## src/rtl/shift_pkg.sv

```systemverilog
// Shared definitions for the shift register / shift_collect pair.
// Frame length grows by one parity bit when SHIFT_COLLECT_PARITY_EN is defined.
package shift_pkg;

  localparam int unsigned WIDTH_DEF = 4;

`ifdef SHIFT_COLLECT_PARITY_EN
  localparam int unsigned PARITY_BITS = 1;
`else
  localparam int unsigned PARITY_BITS = 0;
`endif

  localparam int unsigned FRAME_LEN = WIDTH_DEF + PARITY_BITS;

  typedef enum logic {
    IDLE    = 1'b0,
    COLLECT = 1'b1
  } collect_state_e;

  typedef enum logic {
    EMPTY = 1'b0,
    FULL  = 1'b1
  } buf_state_e;

endpackage

```

## src/rtl/shift_collect_cnt.sv

```systemverilog
// Frame bit counter: clear realigns to 0 (an increment in the same cycle
// counts as the first bit), terminal count flags the last bit of a frame.
module shift_collect_cnt #(
  parameter int unsigned FRAME = 4,
  parameter int unsigned CW    = 3
) (
  input  logic          clk,
  input  logic          reset,
  input  logic          clr_i,
  input  logic          inc_i,
  output logic [CW-1:0] count_o,
  output logic          tc_o
);

  logic [CW-1:0] cnt_q, cnt_d, base;

  always_comb begin
    base  = clr_i ? '0 : cnt_q;
    tc_o  = inc_i && (base == CW'(FRAME - 1));
    cnt_d = base;
    if (inc_i) begin
      cnt_d = tc_o ? '0 : base + CW'(1);
    end
  end

  always_ff @(posedge clk) begin
    if (reset) begin
      cnt_q <= '0;
    end else begin
      cnt_q <= cnt_d;
    end
  end

  assign count_o = cnt_q;

endmodule

```

## src/rtl/shift_collect.sv

```systemverilog
// Rebuilds LSB-first serial words into a one-deep valid/ready output buffer.
// Optional even-parity trailer bit: define SHIFT_COLLECT_PARITY_EN.
module shift_collect
  import shift_pkg::*;
#(
  parameter int unsigned WIDTH = WIDTH_DEF
) (
  input  logic                         clk,
  input  logic                         reset,
  input  logic                         bit_in,
  input  logic                         bit_valid,
  input  logic                         frame_start,
  input  logic                         out_ready,
  output logic [WIDTH-1:0]             word_out,
  output logic                         word_valid,
  output logic                         overrun,
  output logic [$clog2(WIDTH+1)-1:0]   bit_count,
  output logic                         parity_err
);

  localparam int unsigned CW    = $clog2(WIDTH + 1);
  localparam int unsigned FRAME = WIDTH + PARITY_BITS;

  logic [CW-1:0]    cnt, cur_cnt;
  logic             tc, shift_en, load, xfer;
  logic [WIDTH-1:0] asm_q, asm_d, base_asm, word_new;
  logic [WIDTH-1:0] word_q, word_d;
  logic             ovr_q, ovr_d;
  collect_state_e   col_q, col_d;
  buf_state_e       buf_q, buf_d;

  shift_collect_cnt #(
    .FRAME (FRAME),
    .CW    (CW)
  ) u_cnt (
    .clk     (clk),
    .reset   (reset),
    .clr_i   (frame_start),
    .inc_i   (bit_valid),
    .count_o (cnt),
    .tc_o    (tc)
  );

  // frame_start discards the partial word before this cycle's bit is taken
  always_comb begin
    cur_cnt  = frame_start ? '0 : cnt;
    base_asm = frame_start ? '0 : asm_q;
    shift_en = bit_valid && (cur_cnt != CW'(WIDTH));
    asm_d    = base_asm;
    if (shift_en) begin
      asm_d = {bit_in, base_asm[WIDTH-1:1]};
    end
    if (tc) begin
      asm_d = '0;
    end
`ifdef SHIFT_COLLECT_PARITY_EN
    word_new = base_asm;
`else
    word_new = {bit_in, base_asm[WIDTH-1:1]};
`endif
  end

  always_comb begin
    load   = tc && ((buf_q == EMPTY) || out_ready);
    xfer   = (buf_q == FULL) && out_ready;
    buf_d  = buf_q;
    word_d = word_q;
    ovr_d  = ovr_q;
    if (load) begin
      buf_d  = FULL;
      word_d = word_new;
    end else if (xfer) begin
      buf_d = EMPTY;
    end
    if (tc && (buf_q == FULL) && !out_ready) begin
      ovr_d = 1'b1;
    end
  end

  always_comb begin
    col_d = col_q;
    if (tc) begin
      col_d = IDLE;
    end else if (bit_valid) begin
      col_d = COLLECT;
    end else if (frame_start) begin
      col_d = IDLE;
    end
  end

  always_ff @(posedge clk) begin
    if (reset) begin
      asm_q  <= '0;
      word_q <= '0;
      ovr_q  <= 1'b0;
      buf_q  <= EMPTY;
      col_q  <= IDLE;
    end else begin
      asm_q  <= asm_d;
      word_q <= word_d;
      ovr_q  <= ovr_d;
      buf_q  <= buf_d;
      col_q  <= col_d;
    end
  end

`ifdef SHIFT_COLLECT_PARITY_EN
  logic perr_q, perr_d;

  // on completion base_asm holds the data bits and bit_in is the parity bit
  always_comb begin
    perr_d = perr_q;
    if (load) begin
      perr_d = (^base_asm) ^ bit_in;
    end else if (xfer) begin
      perr_d = 1'b0;
    end
  end

  always_ff @(posedge clk) begin
    if (reset) begin
      perr_q <= 1'b0;
    end else begin
      perr_q <= perr_d;
    end
  end

  assign parity_err = perr_q;
`else
  assign parity_err = 1'b0;
`endif

  assign word_out   = word_q;
  assign word_valid = (buf_q == FULL);
  assign overrun    = ovr_q;
  assign bit_count  = cnt;

  a_col_matches_cnt: assert property (@(posedge clk) disable iff (reset)
    (col_q == COLLECT) == (cnt != '0));

endmodule
```

## config.mk

```make
export PLATFORM = sky130hd
export DESIGN_NAME = shift_collect
export DESIGN_NICKNAME = d
export VERILOG_FILES = /design/src/rtl/shift_pkg.sv /design/src/rtl/shift_collect_cnt.sv /design/src/rtl/shift_collect.sv
export SDC_FILE = /design/constraint.sdc
export NUM_CORES = 1
export LEC_CHECK = 0
export CAP_MARGIN = 20
export CELL_PAD_IN_SITES_DETAIL_PLACEMENT = 1
export CELL_PAD_IN_SITES_GLOBAL_PLACEMENT = 2
export CORE_MARGIN = 4
export CORE_UTILIZATION = 29
export CTS_CLUSTER_DIAMETER = 150
export DETAILED_ROUTE_END_ITERATION = 12
export HOLD_SLACK_MARGIN = 0.1
export PLACE_DENSITY_LB_ADDON = 0.2
export RECOVER_POWER = 50
export SLEW_MARGIN = 40
export SYNTH_ARGS = -nofsm -noshare
export SYNTH_HDL_FRONTEND = slang
export SYNTH_SLANG_ARGS = --single-unit
```

## constraint.sdc

```tcl
create_clock -name clk -period 3.7 [get_ports clk]
set_input_delay 0.74 -clock clk [delete_from_list [all_inputs] [get_ports clk]]
set_output_delay 0.74 -clock clk [all_outputs]
set_load 0.03 [all_outputs]
```

* Word level (Yosys, flattened, before mapping)
Cells that the tools add are included.
** Word-level totals
- Flip-flop bits (word level) :: 12
- Bits of input ports :: 6
- Logic and storage cells :: 26
** Cells by class
- Add/sub/neg operators :: 1
- Equality and inequality tests :: 2
- Muxes and demuxes :: 7
- Bitwise gates (word level) :: 1
- Reductions and logical operators :: 10
** Operators with widths (count)
- $mux W3 :: 3
- $mux W4 :: 2
- $logic_and A1 B1 Y1 :: 6
- $add A3 B1 Y3 const B :: 1
- $eq A3 B2 Y1 const B :: 1
- $ne A3 B3 Y1 const B :: 1
- $mux W1 :: 2
- $reduce_bool A2 Y1 :: 1
- $reduce_or A2 Y1 :: 1
- $logic_not A1 Y1 :: 1
- $logic_or A1 B1 Y1 :: 1
- $not A1 Y1 :: 1

* Depth between registers and ports, before layout
- Depth in word-level cells :: 5
- Depth in mapped cells :: 5
- Depth with buffers taken out :: 5

* Hierarchy
A second synthesis with hierarchy kept.
** Second synthesis, totals
- Cell total of the unflattened synthesis :: 55
- Area, all modules :: 546.8 µm²
** Modules (own cells, without submodules)
- shift_collect :: times used 1, cells an instance 42, area an instance 391.6 µm², sequential area each 180.2 µm²
- shift_collect_cnt :: times used 1, cells an instance 13, area an instance 155.1 µm², sequential area each 60.1 µm²

* Worst setup path before layout
Ideal clock, no wire load.
- Path kind :: input to register
- Start :: in frame_start
- End :: reg word_q[3] (netlist: word_out[3])
- Library setup time :: 0.121 ns
- Arrival :: 1.842 ns
- Setup slack :: 1.737 ns
- Stages :: 5
- Path buffers :: 0
- Cell sequence :: and2b_2 ha_1 nand2_4 nor3_4 mux2_4
** On the way
- Longest elaborated chain between the ends :: 4
** Ends and longest elaborated chain
- from (decl) :: RTL line shift_collect.sv:12 : input logic frame_start,
- $mux W3 :: RTL line shift_collect_cnt.sv:18 : base = clr_i ? '0 : cnt_q;
- $eq A3 B2 Y1 :: RTL line shift_collect_cnt.sv:19 : tc_o = inc_i && (base == CW'(FRAME - 1));
- $logic_and A1 B1 Y1 :: RTL line shift_collect_cnt.sv:19
- $logic_and A1 B1 Y1 :: RTL line shift_collect.sv:64 : load = tc && ((buf_q == EMPTY) || out_ready);
- to (signal assigned) :: RTL line shift_collect.sv:100 : word_q <= word_d;
- to (decl) :: RTL line shift_collect.sv:27 : logic [WIDTH-1:0] word_q, word_d;
Every way passes these cells.
A chain may end at the register's enable or synchronous reset.

* Worst setup path after layout
Ends and elaborated chain as after synthesis.

==> results.txt <==
----------------------------------------------------
[Global route]
  Total congestion overflow ... 0
  Busiest layer in global routing ... met2
  Maximum number of pins on one net before global-route repair ... 12
  Met3 global-route usage ... 0.05413
  Global routing usage on met1 ... 0.1065
  Number of antenna violations at the first check in global routing ... 0
  GRT met2 Usage ... 0.1715
  First-pass GRT wire length ... 1.987 mm
  All-layer global routing usage ... 0.1004
  Number of global-route vias before repair ... 459

[Status]
  Status ... finished, final reports clean

[Clock tree]
  Clock H-tree levels ... 1
  Clk pin slew, worst setup/hold paths ... 70 ps
  CTS buffer count ... 3
  Clock latency on the worst-skew pair ... 270 ps
  Number of clock sinks ... 12
  Post-cts repair resize count ... 0
  Worst-case clock buffer depth ... 2
  Clock tree from TritonCTS ... done
  Number of setup buffers added after CTS ... 0
  CTS Root Buffer Type ... sky130_fd_sc_hd__clkbuf_4
  Count of hold buffers inserted by post-cts repair ... 0

[STA]
  RSZ-0062 raised after global routing ... false
  Accumulated negative setup slack ... 0 ps
  Post-layout minimum cycle time ... 2469 ps
  Number of slew-limit violations in the final report ... 0
  Final hold vios ... 0
  Total of endpoints with negative setup slack in the final report ... 0
  Setup ws final ... 1231 ps
  Maximum operating frequency ... 0.4051 GHz
  Setup clock skew after layout ... 1.129 ps
  Share of the clock period used by the worst path after layout ... 0.6672

[Worst setup path]
  Largest fanout of any net on the critical path ... 5
  Worst-path cell with the longest stage delay ... sky130_fd_sc_hd__dlygate4sd3_1
  Worst path required time ... 3860 ps
  Crit-path cells ... dlygate4sd3_1 -> and2b_2 -> ha_1 -> nand2_1 -> nor3_4 -> mux2_4
  Worst endpoint data arrival time ... 2630 ps
  Type of the worst setup path ... primary input to register
  Critical Path End Type ... register
  Slowest stage delay, CP ... 610 ps
  Element type at the critical path start ... primary input

[Routing]
  Number of nets with antenna violations after routing ... 0
  Wire length per cell ... 11.94 µm
  Length of the first detailed-routing pass in iterations ... 2
  Starting DRC count in detailed routing ... 2
  Detailed Route WL ... 1.158 mm
  Detailed-route vias per instance ... 4.567
  Via count ... 443
  Number of DRC violations after detailed routing ... 0

[Power]
  Switching power share of the total ... 0.2173
  Max rail drop VDD ... 0.1749 mV
  Cell area power density ... 342.7 nW/µm²
  Switching power of the nets ... 56.19 µW
  Gate power share ... 0.093
  Sequential cell fraction of total power ... 0.511
  Internal power contribution ... 202.4 µW
  Power share of the clock group ... 0.396
  Static Leak ... 0.2937 nW

[Final layout]
  Post-layout nets ... 80
  Signed area change from the synthesized netlist to the final layout ... 31.37%
  Share of layout cells above drive strength 1 ... 0.1389
  Number of inserted diodes ... 0
  Fill count ... 218

[Logic synthesis]
  Most area-hungry cell type in the Yosys netlist ... sky130_fd_sc_hd__dfxtp_1
  Main flop type after synthesis ... sky130_fd_sc_hd__dfxtp_1
  Mapped Nets ... 64
  Number of register bits inferred by synthesis ... 12
  Most frequent cells after synthesis ... 12 x sky130_fd_sc_hd__dfxtp_1, 7 x sky130_fd_sc_hd__mux2i_1, 6 x sky130_fd_sc_hd__nor2_1
  Cell Area, Synth ... 574.3 µm²
  Asr flop ratio synth ... 0
  Number of different library cells in the post-synthesis netlist ... 24
  Post-synthesis instance total ... 57
  Per-instance average area after synthesis ... 10.08 µm²
  Most area-consuming cells after synthesis ... sky130_fd_sc_hd__dfxtp_1 42%, sky130_fd_sc_hd__mux2i_1 12%, sky130_fd_sc_hd__nor2_1 3.9%
  Count leader, synth ... sky130_fd_sc_hd__dfxtp_1
  Seq/Total Area, Yosys ... 0.4183
  Yosys top cell area share ... 0.4183
  Synthesis warning total ... 0
  Post-synth EDFFs ... 0

[Floorplanning]
  Die outline width ... 52.50 µm
  Site Rows ... 15
  Core Region ... 1802 µm²
  Floorplan die height ... 52.50 µm
  I/O pins ... 16
  Die area ... 2756 µm²
  Initial core utilization ... 0.3188

[Place]
  PortBufs ... 14
  Placement-stage worst setup slack ... 1071 ps
  Final weighted congestion of routability-driven global placement ... 0.6936
  Detailed-placement wirelength estimate ... 958.2 µm

[Hold path]
  Worst min-delay path class ... register to register

[Flow run]
  Max-cap violation count ... 0

----------------------------------------------------
==> through the flow <==
step                      area (µm²)  std cells  power (mW)    util  hold WS [ps]
final                          754.5         97      0.2586  0.4188         470.2
after global routing           754.5         97      0.2733  0.4188         503.6
after CTS                      762.0         97      0.2660  0.4229         477.8
after detailed placement       725.7         93      0.1601  0.4028         458.5
after global placement         725.7         93      0.1601  0.4028         465.0
after floorplan                574.3         57      0.1512       -         438.3
==> final timing paths <==
check | start | end | slack, ps | cells past startpoint
worst max-delay path | frame_start | word_out[3] | 1230 | 6
worst min-delay path | asm_q[3] | word_out[2] | 470 | 2
worst max register to register | u_cnt.count_o[0] | word_out[3] | 2070 | 5
worst min register to register | asm_q[3] | word_out[2] | 470 | 2
==> logic make-up after synthesis <==
group / Yosys count / share of synthesized area
muxes: 8 / 0.1481
DFF: 12 / 0.4183
xor gates and xnor gates: 1 / 0.01525
and+or+nand+nor: 27 / 0.3050
adders and majority gates: 1 / 0.02178
buffers and inverters: 3 / 0.03484
AOI/OAI and AO/OA: 4 / 0.05011
other: 1 / 0.006530
==> layout make-up <==
cell class	instances	area [µm²]	share of cell area
multi-input combinational	42	306.5	0.4063
tap	25	31.28	0.04146
clock buffer	4	36.28	0.04809
sequential	12	240.2	0.3184
timing repair buffer	14	140.1	0.1857
==> placed cells by master (no fill, tap or decap), drive strengths merged <==
| cell | synthesis | final |
|---|---|---|
| nand3 | 3 | 3 |
| conb | 1 | 1 |
| a41oi | 1 | 1 |
| clkdlybuf4s50 | 0 | 8 |
| xnor2 | 1 | 1 |
| and2b | 2 | 2 |
| nand3b | 1 | 1 |
| nand2b | 4 | 4 |
| a31oi | 1 | 1 |
| nor2b | 4 | 4 |
| dfxtp | 12 | 12 |
| nor3 | 2 | 2 |
| o31a | 1 | 1 |
| nand2 | 5 | 5 |
| dlygate4sd3 | 0 | 6 |
| o21ai | 1 | 1 |
| clkbuf | 0 | 4 |
| mux2 | 1 | 1 |
| ha | 1 | 1 |
| mux2i | 7 | 7 |
| nor2 | 6 | 6 |
==> critical path, delay by kind of cell <==
kind / cells / cell delay (ps)
adders and majority gates: 1 / 210
buffers and inverters: 1 / 610
muxes: 1 / 330
and+or+nand+nor: 3 / 730
==> power groups by stage <==
stage               Combinational (mW)  Clock [mW]  Sequential, mW
floorplan                       0.0137           0           0.137
global placement                0.0248           0           0.135
detailed placement              0.0248           0           0.135
CTS                             0.0249       0.109           0.132
global route                    0.0260       0.115           0.132
finish                          0.0240       0.102           0.132
==> per-layer routing <==
layer,wire length (µm),share of wire
met4,0,0
met2,588,0.51
met5,0,0
met1,501,0.43
met3,67,0.058
==> sequential cells by signal (all words and copies together) (netlist names) <==
register,flops
word_valid,1
u_cnt.count_o,3
overrun,1
asm_q,3
word_out,4
Note: power is estimated with default switching activity, not from simulation.
